`src/rtl/load_store_unit.sv`:
```
// RV32I load/store unit: turns one load/store request into a single word-aligned
// data-bus transaction, then extends the returned lane or reports a fault.
`timescale 1ns/1ps
module load_store_unit #(
    parameter int TIMEOUT_CYCLES = 16
) (
    input  logic        clk,
    input  logic        rst,
    input  logic        req_valid,
    input  logic        req_we,
    input  logic [2:0]  req_funct3,
    input  logic [31:0] addr,
    input  logic [31:0] wdata,
    output logic        stall,
    output logic        done,
    output logic [31:0] rdata,
    output logic        misalign,
    output logic        access_fault,
    output logic        bus_req,
    output logic        bus_we,
    output logic [31:0] bus_addr,
    output logic [3:0]  bus_be,
    output logic [31:0] bus_wdata,
    input  logic        bus_ack,
    input  logic [31:0] bus_rdata,
    input  logic        bus_err
);

    localparam int CW = $clog2(TIMEOUT_CYCLES + 1);
    localparam logic [CW-1:0] LAST_CYCLE = CW'(TIMEOUT_CYCLES - 1);

    typedef enum logic [1:0] {IDLE, BUSY, DONE} state_t;

    state_t        state_q, state_d;
    logic [CW-1:0] cnt_q, cnt_d;
    logic          bus_we_q, bus_we_d;
    logic [31:0]   bus_addr_q, bus_addr_d;
    logic [3:0]    bus_be_q, bus_be_d;
    logic [31:0]   bus_wdata_q, bus_wdata_d;
    logic [2:0]    funct3_q, funct3_d;
    logic [1:0]    off_q, off_d;
    logic [31:0]   rdata_q, rdata_d;
    logic          fault_q, fault_d;

    logic          bad_req;
    logic [3:0]    req_be;
    logic [31:0]   req_wdata;

    function automatic logic [31:0] extract(input logic [2:0] f3, input logic [1:0] off,
                                            input logic [31:0] data);
        logic [31:0] lane;
        lane = data >> {off, 3'b000};
        case (f3)
            3'b000:  return {{24{lane[7]}}, lane[7:0]};
            3'b001:  return {{16{lane[15]}}, lane[15:0]};
            3'b100:  return {24'h0, lane[7:0]};
            3'b101:  return {16'h0, lane[15:0]};
            default: return lane;
        endcase
    endfunction

    // funct3[1:0] encodes the access size for every legal load and store code
    always_comb begin
        bad_req   = 1'b0;
        req_be    = 4'b1111;
        req_wdata = wdata;
        if (req_we) begin
            if (req_funct3 >= 3'b011) bad_req = 1'b1;
        end else begin
            if (req_funct3 == 3'b011 || req_funct3 == 3'b110 || req_funct3 == 3'b111)
                bad_req = 1'b1;
        end
        case (req_funct3[1:0])
            2'b00: begin
                req_be    = 4'b0001 << addr[1:0];
                req_wdata = {4{wdata[7:0]}};
            end
            2'b01: begin
                req_be    = addr[1] ? 4'b1100 : 4'b0011;
                req_wdata = {2{wdata[15:0]}};
                if (addr[0]) bad_req = 1'b1;
            end
            default: begin
                if (addr[1:0] != 2'b00) bad_req = 1'b1;
            end
        endcase
    end

    always_comb begin
        state_d     = state_q;
        cnt_d       = cnt_q;
        bus_we_d    = bus_we_q;
        bus_addr_d  = bus_addr_q;
        bus_be_d    = bus_be_q;
        bus_wdata_d = bus_wdata_q;
        funct3_d    = funct3_q;
        off_d       = off_q;
        rdata_d     = rdata_q;
        fault_d     = fault_q;
        stall       = 1'b0;
        misalign    = 1'b0;
        bus_req     = 1'b0;
        done        = 1'b0;
        case (state_q)
            IDLE: begin
                if (req_valid) begin
                    if (bad_req) begin
                        misalign = 1'b1;
                    end else begin
                        stall       = 1'b1;
                        bus_we_d    = req_we;
                        bus_addr_d  = {addr[31:2], 2'b00};
                        bus_be_d    = req_be;
                        bus_wdata_d = req_wdata;
                        funct3_d    = req_funct3;
                        off_d       = addr[1:0];
                        cnt_d       = '0;
                        rdata_d     = 32'h0;
                        fault_d     = 1'b0;
                        state_d     = BUSY;
                    end
                end
            end
            BUSY: begin
                bus_req = 1'b1;
                stall   = 1'b1;
                cnt_d   = cnt_q + 1'b1;
                // An ack in the final allowed cycle still wins over the timeout
                if (bus_ack) begin
                    state_d = DONE;
                    fault_d = bus_err;
                    rdata_d = (bus_err || bus_we_q) ? 32'h0 : extract(funct3_q, off_q, bus_rdata);
                end else if (cnt_q == LAST_CYCLE) begin
                    state_d = DONE;
                    fault_d = 1'b1;
                    rdata_d = 32'h0;
                end
            end
            DONE: begin
                done    = 1'b1;
                state_d = IDLE;
            end
            default: state_d = IDLE;
        endcase
    end

    always_ff @(posedge clk) begin
        if (rst) begin
            state_q     <= IDLE;
            cnt_q       <= '0;
            bus_we_q    <= 1'b0;
            bus_addr_q  <= 32'h0;
            bus_be_q    <= 4'h0;
            bus_wdata_q <= 32'h0;
            funct3_q    <= 3'h0;
            off_q       <= 2'h0;
            rdata_q     <= 32'h0;
            fault_q     <= 1'b0;
        end else begin
            state_q     <= state_d;
            cnt_q       <= cnt_d;
            bus_we_q    <= bus_we_d;
            bus_addr_q  <= bus_addr_d;
            bus_be_q    <= bus_be_d;
            bus_wdata_q <= bus_wdata_d;
            funct3_q    <= funct3_d;
            off_q       <= off_d;
            rdata_q     <= rdata_d;
            fault_q     <= fault_d;
        end
    end

    assign bus_we       = bus_we_q;
    assign bus_addr     = bus_addr_q;
    assign bus_be       = bus_be_q;
    assign bus_wdata    = bus_wdata_q;
    assign rdata        = rdata_q;
    assign access_fault = fault_q;

endmodule

```
`config.mk`:
```
export PLATFORM = sky130hd
export DESIGN_NAME = load_store_unit
export DESIGN_NICKNAME = d
export VERILOG_FILES = /design/src/rtl/load_store_unit.sv
export SDC_FILE = /design/constraint.sdc
export NUM_CORES = 1
export LEC_CHECK = 0
export BUFFER_PORTS_ARGS = -buffer_cell sky130_fd_sc_hd__clkbuf_2
export CORE_ASPECT_RATIO = 2
export CORE_MARGIN = 4
export CORE_UTILIZATION = 25
export DETAILED_ROUTE_END_ITERATION = 8
export PLACE_DENSITY_LB_ADDON = 0.08
export SLEW_MARGIN = 20
export SYNTH_ARGS = -nofsm -noshare
export SYNTH_HDL_FRONTEND = slang
export SYNTH_SLANG_ARGS = --single-unit
```
`constraint.sdc`:
```
create_clock -name clk -period 2.5 [get_ports clk]
set_input_delay 0.125 -clock clk [delete_from_list [all_inputs] [get_ports clk]]
set_output_delay 0.125 -clock clk [all_outputs]
set_load 0.1 [all_outputs]
```
==> impl_metrics.ini, run 1 <==
[status]
status = completed

[routing]
remaining_drc_errors = 0
vias_per_cell = 4.75
vias = 5007
wire_per_inst_um = 17.6
drt_pass1_iterations = 4
antenna_left = 0
drt_iter0_drc = 160
routed_wl_mm = 18.6

[timing]
setup-tns-final_ns = 0
finalSetupViolCount = 0
maxClockFrequency_mhz = 482
finalCriticalPeriod_ns = 2.08
fin_crit_sh_pct = 83.0
grt_setup_unrepaired = no
worst_pin_slew_ns = 1.09
holdWs_ns = 0.0118
relSlewSlack_pct = 26.8
maxSlewViolCount = 0
finClkSkew_ns = 0.00700
hold_violations = 0

[place]
place_congestion = 0.777
dp_hpwl_mm = 14.0
port-buffer-count = 208
post-place-cells = 1009

[setup_path]
rr_startpoint = cnt_q[0]$_SDFFE_PP0P_
crit_arrival_ns = 2.35
r2r_cells = 8
reg2reg_slack_ns = 0.42
required_ns = 2.77
cp-end-kind = register
rr_endpoint = rdata[22]$_SDFFE_PP0P_
cp_max_fo = 24
crit_type = reg -> reg
start_kind = register
startpoint = cnt_q[0]$_SDFFE_PP0P_
crit_path_end = rdata[22]$_SDFFE_PP0P_

[synthesis]
synth_area_um2 = 4970
synth-seq-cells = 112
synthCells = 577
synth_seq_area_share_pct = 45.1
yosys_warnings = 0
synthTopCellsByCount = nand2_1 (117), dfxtp_1 (112), a21oi_1 (82)
synth_cell_type_count = 44
synth_top_area_share_pct = 45.1
synthTopCellsByArea = dfxtp_1 (45%), nand2_1 (8.8%), a21oi_1 (8.3%)
synth_top_flop_cell = dfxtp_1
yosys.cell_count.top_type = nand2_1
synth-edff-count = 0
synth_top_area_cell = dfxtp_1
avgSynthCellArea_um2 = 8.61
synthArstFlopShare_pct = 0

[global_routing]
antenna_found_initial = 0
grt_pass1_wl_mm = 28.9
grt-ovfl-total = 0
grt_pass1_vias = 5116
track_usage_pct = 16.5
grt_max_degree = 94

[run]
cap_violations = 0

[finish]
fin_cells = 1054
area_growth_syn_to_layout_pct = 38.6
layout-drive-gt1-share_pct = 32.3
multiInputGateArea_um2 = 2470
layout.nets = 897
fillers = 2135
regArea_um2 = 2240
antenna_cells = 0

[die]
design.core.area_um2 = 19500
die_area_um2 = 22300
dieHeight_um = 207
num_rows = 72
start_util_pct = 25.5
num_io_pins = 211
fp.dieW_um = 108

[pwr]
ir_worst_vdd_mv = 0.306
power_density_nw_per_um2 = 680
total_leakage_power_nw = 2.83

[clocking]
cts_tree = done
cts_sinks = 112
cts_setup_buffers = 0
clkLatencyLatePin_ns = 0.35
cts.reportedPaths.clkPinSlew_ns = 0.07
ctsRootBufferMaster = clkbuf_16
cts_buffers = 9
cts_buffer_depth = 2
cts_max_level = 3

[min_path]
min_path_type = in -> reg
per-layer routing:
metal / vias to the layer above / track usage, % / part of all wire, %
met2: 154 / 31.0 / 55
met5: - / 0 / 0
met1: 2350 / 17.3 / 37
li1: 2480 / - / -
met4: 0 / 7.02 / 2.8
met3: 23 / 3.30 / 5.3
through the flow:
step	utilization, %	total power, mW	area, µm²	setup slack [ns]
2_1_floorplan	-	2.75	4980	0.480
3_3_place_gp	32.2	3.03	6260	0.511
3_5_place_dp	32.2	3.04	6260	0.435
4_1_cts	35.4	4.76	6880	0.368
5_1_grt	35.4	4.89	6880	0.298
6_report	35.4	4.68	6880	0.425
logic make-up (layout without fill, tap and decap cells):
| kind of cell | count (synthesis) | after routing | synth area share [%] |
|---|---|---|---|
| simple gates | 183 | 183 | 16.0 |
| buf+inv | 61 | 278 | 5.54 |
| xor+xnor | 1 | 1 | 0.176 |
| mux | 49 | 49 | 10.6 |
| other cells | 1 | 2 | 0.0755 |
| fa+ha+maj | 2 | 2 | 0.504 |
| compound gates | 168 | 168 | 22.0 |
| flops | 112 | 112 | 45.1 |
where the power goes:
group / switching, mW / total (mW) / internal (mW)
logic: 0.850 / 1.12 / 0.273
registers: 0.0465 / 1.90 / 1.85
clock network: 0.678 / 1.66 / 0.978
layout by cell type, fill, tap and decap left out, types with 2 or more instances in the layout:
cell,n
a211oi_1,10
a21oi_1,82
a311oi_1,10
a32oi_1,24
buf_12,3
buf_4,11
bufinv_16,3
clkbuf_16,9
clkbuf_2,206
clkinv_2,2
conb_1,2
dfxtp_1,112
dlygate4sd3_1,29
ha_1,2
inv_1,11
mux2_2,8
mux2i_1,39
mux4_2,2
nand2_1,117
nand2b_1,5
nand3_1,7
nor2_1,33
nor2b_1,3
nor3_1,3
nor3b_2,2
o211ai_1,9
o21ai_0,13
o2bb2ai_1,7
o32ai_1,8
or2_2,3
or3_1,2
worst min path at each step:
stage                             start  slack, ns  cells past startpoint                   endpoint
after CTS                       addr[3]      0.003                      3   bus_addr[3]$_SDFFE_PP0P_
after detailed placement       addr[18]       0.36                      3  bus_addr[18]$_SDFFE_PP0P_
final                           addr[3]       0.01                      3   bus_addr[3]$_SDFFE_PP0P_
after global placement         addr[22]       0.35                      3  bus_addr[22]$_SDFFE_PP0P_
after global routing            addr[3]       0.02                      3   bus_addr[3]$_SDFFE_PP0P_
after floorplan           req_funct3[2]       0.26                      2   funct3_q[2]$_SDFFE_PP0P_
cell type report:
| class | count | share of cell area, % |
|---|---|---|
| Sequential cell | 112 | 32.6 |
| Clock buffer | 10 | 3.33 |
| Timing Repair Buffer | 249 | 21.3 |
| Clock inverter | 6 | 1.56 |
| Tap cell | 259 | 4.71 |
| Multi-Input combinational cell | 405 | 35.9 |
| Inverter | 13 | 0.709 |
sequential cells by signal, indices dropped and copies added (netlist names):
name          flops
access_fault      1
rdata            32
funct3_q          3
bus_wdata        32
bus_addr         30
bus_be            4
off_q             2
state_q           2
bus_we            1
cnt_q             5
critical path, cell delays in order (launching register included):
cell	delay, ns
dfxtp_1	0.34
ha_1	0.21
and3_1	0.18
ha_1	0.16
or2_2	0.29
nand2_1	0.15
buf_4	0.30
a32oi_1	0.14
a21oi_1	0.21
repair_timing:
action,CTS,global route
gates resized for setup,0,0
hold buffers,29,0
hold endpoints to repair,29,0
Power figures use the tool's default switching activity.
==> run 2, diff against run 1 <==
==> constraint.sdc (replaced) <==
create_clock -name clk -period 1.9 [get_ports clk]
set_input_delay 0.095 -clock clk [delete_from_list [all_inputs] [get_ports clk]]
set_output_delay 0.095 -clock clk [all_outputs]
set_load 0.1 [all_outputs]
==> run 2 against run 1 <==
  * Via count increased by 2.2%
  * Setup slack got worse by 0.29 ns
  * Sequential share of layout area decreased by 1.5 points
  * Routed wire length increased by 2.3%
  * Combinational power increased by 38%
  * First-iteration DRC count decreased by 3.8%
  * Final cell count increased by 2.1%
  * Clock skew increased by 0.0022 ns
  * Sequential power increased by 32%
  * Cell area increased by 4.9%
  * Critical path type unchanged
  * Critical endpoint is now rdata[13]$_SDFFE_PP0P_
  * Largest power group unchanged
  * Highest routed layer unchanged
==> impl_metrics.ini, run 2 (synthesis gave the netlist of run 1 again) <==
[place]
dp_hpwl_mm = 14.6
dp_slack_ns = -0.125
place_congestion = 0.801
port-buffer-count = 208

[pwr]
total_leakage_power_nw = 2.99
power_density_nw_per_um2 = 852
ir_worst_vdd_mv = 0.365

[routing]
remaining_drc_errors = 0
vias_per_cell = 4.75
wire_per_inst_um = 17.7
routed_wl_mm = 19.0
drt_iter0_drc = 154
vias = 5116
antenna_left = 0
drt_pass1_iterations = 5

[timing]
finalSetupViolCount = 0
grt_setup_unrepaired = no
maxClockFrequency_mhz = 566
fin_crit_sh_pct = 92.9
finClkSkew_ns = 0.00925
hold_violations = 0
holdWs_ns = 0.0278
relSlewSlack_pct = 57.8
worst_pin_slew_ns = 0.626
finalCriticalPeriod_ns = 1.77
maxSlewViolCount = 0
fin_ws_ns = 0.134

[global_routing]
track_usage_pct = 16.5
grt_pass1_wl_mm = 29.0
antenna_found_initial = 0
grt_pass1_vias = 5253
grt-ovfl-total = 0
grt_max_degree = 70

[clocking]
clkLatencyLatePin_ns = 0.35
cts_setup_buffers = 0
cts.reportedPaths.clkPinSlew_ns = 0.08
cts_max_level = 3
ctsRootBufferMaster = clkbuf_16
cts_sinks = 112
cts_tree = done
cts_buffers = 9
cts_buffer_depth = 2

[run]
cap_violations = 0

[finish]
layout.nets = 919
layout_common_cells = clkbuf_2 (205), nand2_1 (115), dfxtp_1 (111), a21oi_1 (82), mux2i_1 (39)
area_growth_syn_to_layout_pct = 45.3
finalCoreUtilization_pct = 37.1
layout-drive-gt1-share_pct = 35.0
mostFrequentLayoutCell = clkbuf_2
antenna_cells = 0
fillers = 2088

[setup_path]
critical_path.slowest_cell = mux4_2
crit_type = reg -> reg
crit_chain = mux4_2, nor3b_2, a21oi_1, o32ai_2
cp_slowest_stage_delay_ns = 0.58
cp-end-kind = register
required_ns = 2.10
crit_arrival_ns = 1.97
start_kind = register
cp_max_fo = 8

[die]
dieHeight_um = 207
num_rows = 72
die_area_um2 = 22300
design.core.area_um2 = 19500
fp.dieW_um = 108
num_io_pins = 211
start_util_pct = 25.5

[status]
status = completed

[min_path]
min_path_type = in -> reg
## run 2: repair_timing
action	CTS	global route
hold buffers	31	0
endpoints found under the hold margin	31	0
endpoints found under the setup margin	13	25
pin swaps	0	2
cloned	0	2
gates resized for setup	2	11
## run 2: layout make-up
type | instances | area, µm² | share of cell area, %
inverter | 13 | 48.8 | 0.676
clock inverter | 5 | 78.8 | 1.09
timing repair buffer | 271 | 1730 | 23.9
sequential | 112 | 2240 | 31.1
multi-input combinational | 405 | 2540 | 35.3
clock buffer | 11 | 253 | 3.50
tap | 259 | 324 | 4.49
## run 2: stage by stage
stage	instance area (µm²)	std cells	total power, mW	TNS [ns]
floorplan	4980	578	3.62	0
global placement	6460	1027	4.02	-0.496
detailed placement	6460	1027	4.03	-0.894
CTS	7100	1074	6.24	0
global route	7220	1076	6.43	0
finish	7220	1076	6.15	0
## run 2: per-layer routing
layer	vias up	wire length, µm	GRT usage [%]
li1	2524	-	-
met1	2407	6780	16.5
met2	162	10500	31.5
met3	23	1010	3.30
met4	0	687	8.02
met5	-	0	0
## run 2: worst max-delay path: cells and delay by family (launching register included)
family,cells,cell delay [ns]
muxes,1,0.58
DFF,1,0.48
AOI/OAI and AO/OA,2,0.31
and+or+nand+nor,1,0.24
## run 2: power by group
| group | total [mW] | leakage (nW) | switching (mW) | internal (mW) |
|---|---|---|---|---|
| clock network | 2.11 | 0.165 | 0.880 | 1.23 |
| logic | 1.55 | 1.91 | 1.13 | 0.412 |
| registers | 2.50 | 0.910 | 0.0577 | 2.44 |
| total | 6.15 | 2.99 | 2.07 | 4.08 |
## run 2: worst paths after layout
| kind | startpoint | endpoint | slack [ns] | cells past startpoint |
|---|---|---|---|---|
| min | wdata[5] | bus_wdata[5]$_SDFFE_PP0P_ | 0.03 | 3 |
| max reg2reg | off_q[1]$_SDFFE_PP0P_ | rdata[13]$_SDFFE_PP0P_ | 0.13 | 4 |
| min reg2reg | bus_wdata[0]$_SDFFE_PP0P_ | bus_wdata[0]$_SDFFE_PP0P_ | 0.45 | 2 |
| max | off_q[1]$_SDFFE_PP0P_ | rdata[13]$_SDFFE_PP0P_ | 0.13 | 4 |
==> run 3, diff against run 2 <==
--- a/config.mk
+++ b/config.mk
@@ -5,6 +5,7 @@
 export SDC_FILE = /design/constraint.sdc
 export NUM_CORES = 1
 export LEC_CHECK = 0
+export ABC_AREA = 1
 export BUFFER_PORTS_ARGS = -buffer_cell sky130_fd_sc_hd__clkbuf_2
 export CORE_ASPECT_RATIO = 2
 export CORE_MARGIN = 4
==> run 3 against run 2 <==
  * Die area increased by 4.5%
  * Setup slack got worse by 0.016 ns
  * Cell area increased by 2.2%
  * Clock skew increased by 0.0012 ns
  * Clock power decreased by 5%
  * Combinational power decreased by 5%
  * Total power decreased by 3.3%
  * Sequential cell count unchanged
  * Sequential power decreased by 2%
  * Final cell count increased by 15%
  * Sequential share of layout area decreased by 0.69 points
==> impl_metrics.ini, run 3 <==
[status]
status = completed

[synthesis]
synth_top_area_cell = dfxtp_1
synthTopCellsByArea = dfxtp_1 (43%), nand3_1 (13%), nand2_1 (13%)
synthCells = 742
synth_seq_area_share_pct = 43.1
synthArstFlopShare_pct = 0
synth_top_flop_cell = dfxtp_1
synth_top_area_share_pct = 43.1
avgSynthCellArea_um2 = 7.01
synth-seq-cells = 112
yosys.cell_count.top_type = nand2_1
synth_cell_type_count = 30
yosys_warnings = 0
synth_area_um2 = 5200
synthTopCellsByCount = nand2_1 (182), nand3_1 (139), a21oi_1 (114)
synth-edff-count = 0

[timing]
maxClockFrequency_mhz = 561
holdWs_ns = 0.0344
setup-tns-final_ns = 0
finalSetupViolCount = 0
worst_pin_slew_ns = 0.639
fin_crit_sh_pct = 93.8
relSlewSlack_pct = 57.3
grt_setup_unrepaired = no
finalCriticalPeriod_ns = 1.78
hold_violations = 0
finClkSkew_ns = 0.0104
maxSlewViolCount = 0

[finish]
fin_cells = 1240
layout-drive-gt1-share_pct = 29.2
layout_common_cells = clkbuf_2 (205), nand2_1 (181), nand3_1 (138), a21oi_1 (114), dfxtp_1 (112)
area_growth_syn_to_layout_pct = 41.8
antenna_cells = 0
mostFrequentLayoutCell = clkbuf_2
finalCoreUtilization_pct = 36.1
fillers = 2313
layout.nets = 1076
stdcell_area_um2 = 7380

[place]
place_congestion = 0.816
dp_hpwl_mm = 15.6
port-buffer-count = 208
post_dp_cell_area_um2 = 6690
post-place-cells = 1189

[pwr]
p_seq_share_pct = 41.4
switching_power_mw = 2.07
total_leakage_power_nw = 3.17
power_density_nw_per_um2 = 806
pwr-share-clk_pct = 33.8
switching_share_pct = 34.9
ir_worst_vdd_mv = 0.386
internal-power_mw = 3.87
combPwrFrac_pct = 24.8

[clocking]
cts_sinks = 112
clkLatencyLatePin_ns = 0.36
cts.reportedPaths.clkPinSlew_ns = 0.08
cts_max_level = 3
ctsRootBufferMaster = clkbuf_16
cts_buffers = 9
cts_tree = done
cts_buffer_depth = 2

[run]
cap_violations = 0

[setup_path]
start_kind = register
cp_max_fo = 29
crit_type = reg -> out
crit_arrival_ns = 1.69
cp-end-kind = output pin
required_ns = 1.80
rr_startpoint = cnt_q[0]$_SDFFE_PP0P_
startpoint = state_q[1]$_SDFFE_PP0P_

[min_path]
worstHoldStart = wdata[6]
min_path_type = in -> reg

[global_routing]
grt.busiest_layer = met2
grt_pass1_vias = 5907
antenna_found_initial = 0
grt_use_met2_pct = 34.3
grt_pass1_wl_mm = 32.9
met3_usage_pct = 3.22
use_met1_pct = 20.0
grt-ovfl-total = 0
grt_max_degree = 70
track_usage_pct = 18.5

[die]
start_util_pct = 25.4
design.core.area_um2 = 20500
fp.dieW_um = 110
num_rows = 74
dieHeight_um = 212
num_io_pins = 211
die_area_um2 = 23300

[routing]
antenna_left = 0
drt_pass1_iterations = 6
wire_per_inst_um = 17.5
routed_wl_mm = 21.7
vias_per_cell = 4.77
remaining_drc_errors = 0
vias = 5917
drt_iter0_drc = 276
## run 3: changes by cell type after synthesis, moves of 10 or more
cell | previous run | this run
mux2i_1 | 39 | 0
nand2_1 | 117 | 182
nor2_1 | 33 | 10
a21oi_1 | 82 | 114
clkbuf_1 | 21 | 35
a32oi_1 | 24 | 0
o21ai_0 | 13 | 43
inv_1 | 11 | 23
a311oi_1 | 10 | 0
a211oi_1 | 10 | 0
nand3_1 | 7 | 139
## run 3: cell type report
cell class	count	area, µm²	area share (%)
multi-input combinational	540	2640	35.7
sequential	112	2240	30.4
timing repair buffer	277	1750	23.7
tap	266	333	4.51
clock buffer	10	239	3.24
inverter	29	111	1.51
clock inverter	6	67.6	0.916
## run 3: what timing repair did
| item | 4_1_cts | 5_1_grt |
|---|---|---|
| endpoints found under the hold margin | 30 | 0 |
| cloned | 1 | 0 |
| setup buffers | 1 | 3 |
| pin swaps | 2 | 2 |
| hold buffers | 30 | 0 |
| resized for setup | 4 | 3 |
| setup endpoints to repair | 33 | 21 |
## run 3: critical path: stages, from the launching register on
cell and delay, ns:
dfxtp_1 0.41, nor3_4 0.30, nand3_4 0.15, buf_12 0.21
nand2_8 0.08, buf_12 0.17
## run 3: power groups by stage
stage          clock network [mW]  registers [mW]  logic, mW
2_1_floorplan                   0            2.98      0.519
3_3_place_gp                    0            2.52       1.43
3_5_place_dp                    0            2.52       1.43
4_1_cts                      2.10            2.46       1.49
5_1_grt                      2.16            2.47       1.58
6_report                     2.01            2.46       1.47
## run 3: routing by layer
layer | up-vias | wire (µm)
met3 | 28 | 1050
met2 | 178 | 11900
met4 | 0 | 775
met1 | 2743 | 8040
li1 | 2968 | -
met5 | - | 0
## run 3: worst paths after layout
check	endpoint	slack (ns)	cells past startpoint
max	stall	0.12	5
min	bus_wdata[6]$_SDFFE_PP0P_	0.03	3
max reg2reg	rdata[31]$_SDFFE_PP0P_	0.15	8
min reg2reg	bus_wdata[21]$_SDFFE_PP0P_	0.47	2
## run 3: cells by family (layout without fill, tap and decap cells)
logic type	count (synthesis)	after routing	share of synthesized area [%]
flops	112	112	43.1
compound gates	184	184	18.6
other cells	1	2	0.0721
fa+ha+maj	2	2	0.481
simple gates	351	352	30.2
buf+inv	92	322	7.60
## run 3: metrics by stage
step                total power [mW]  worst slack [ns]
floorplan                       3.50           -0.0585
global placement                3.95            -0.110
detailed placement              3.95            -0.130
CTS                             6.05            0.0130
global route                    6.22            0.0176
finish                          5.95             0.118
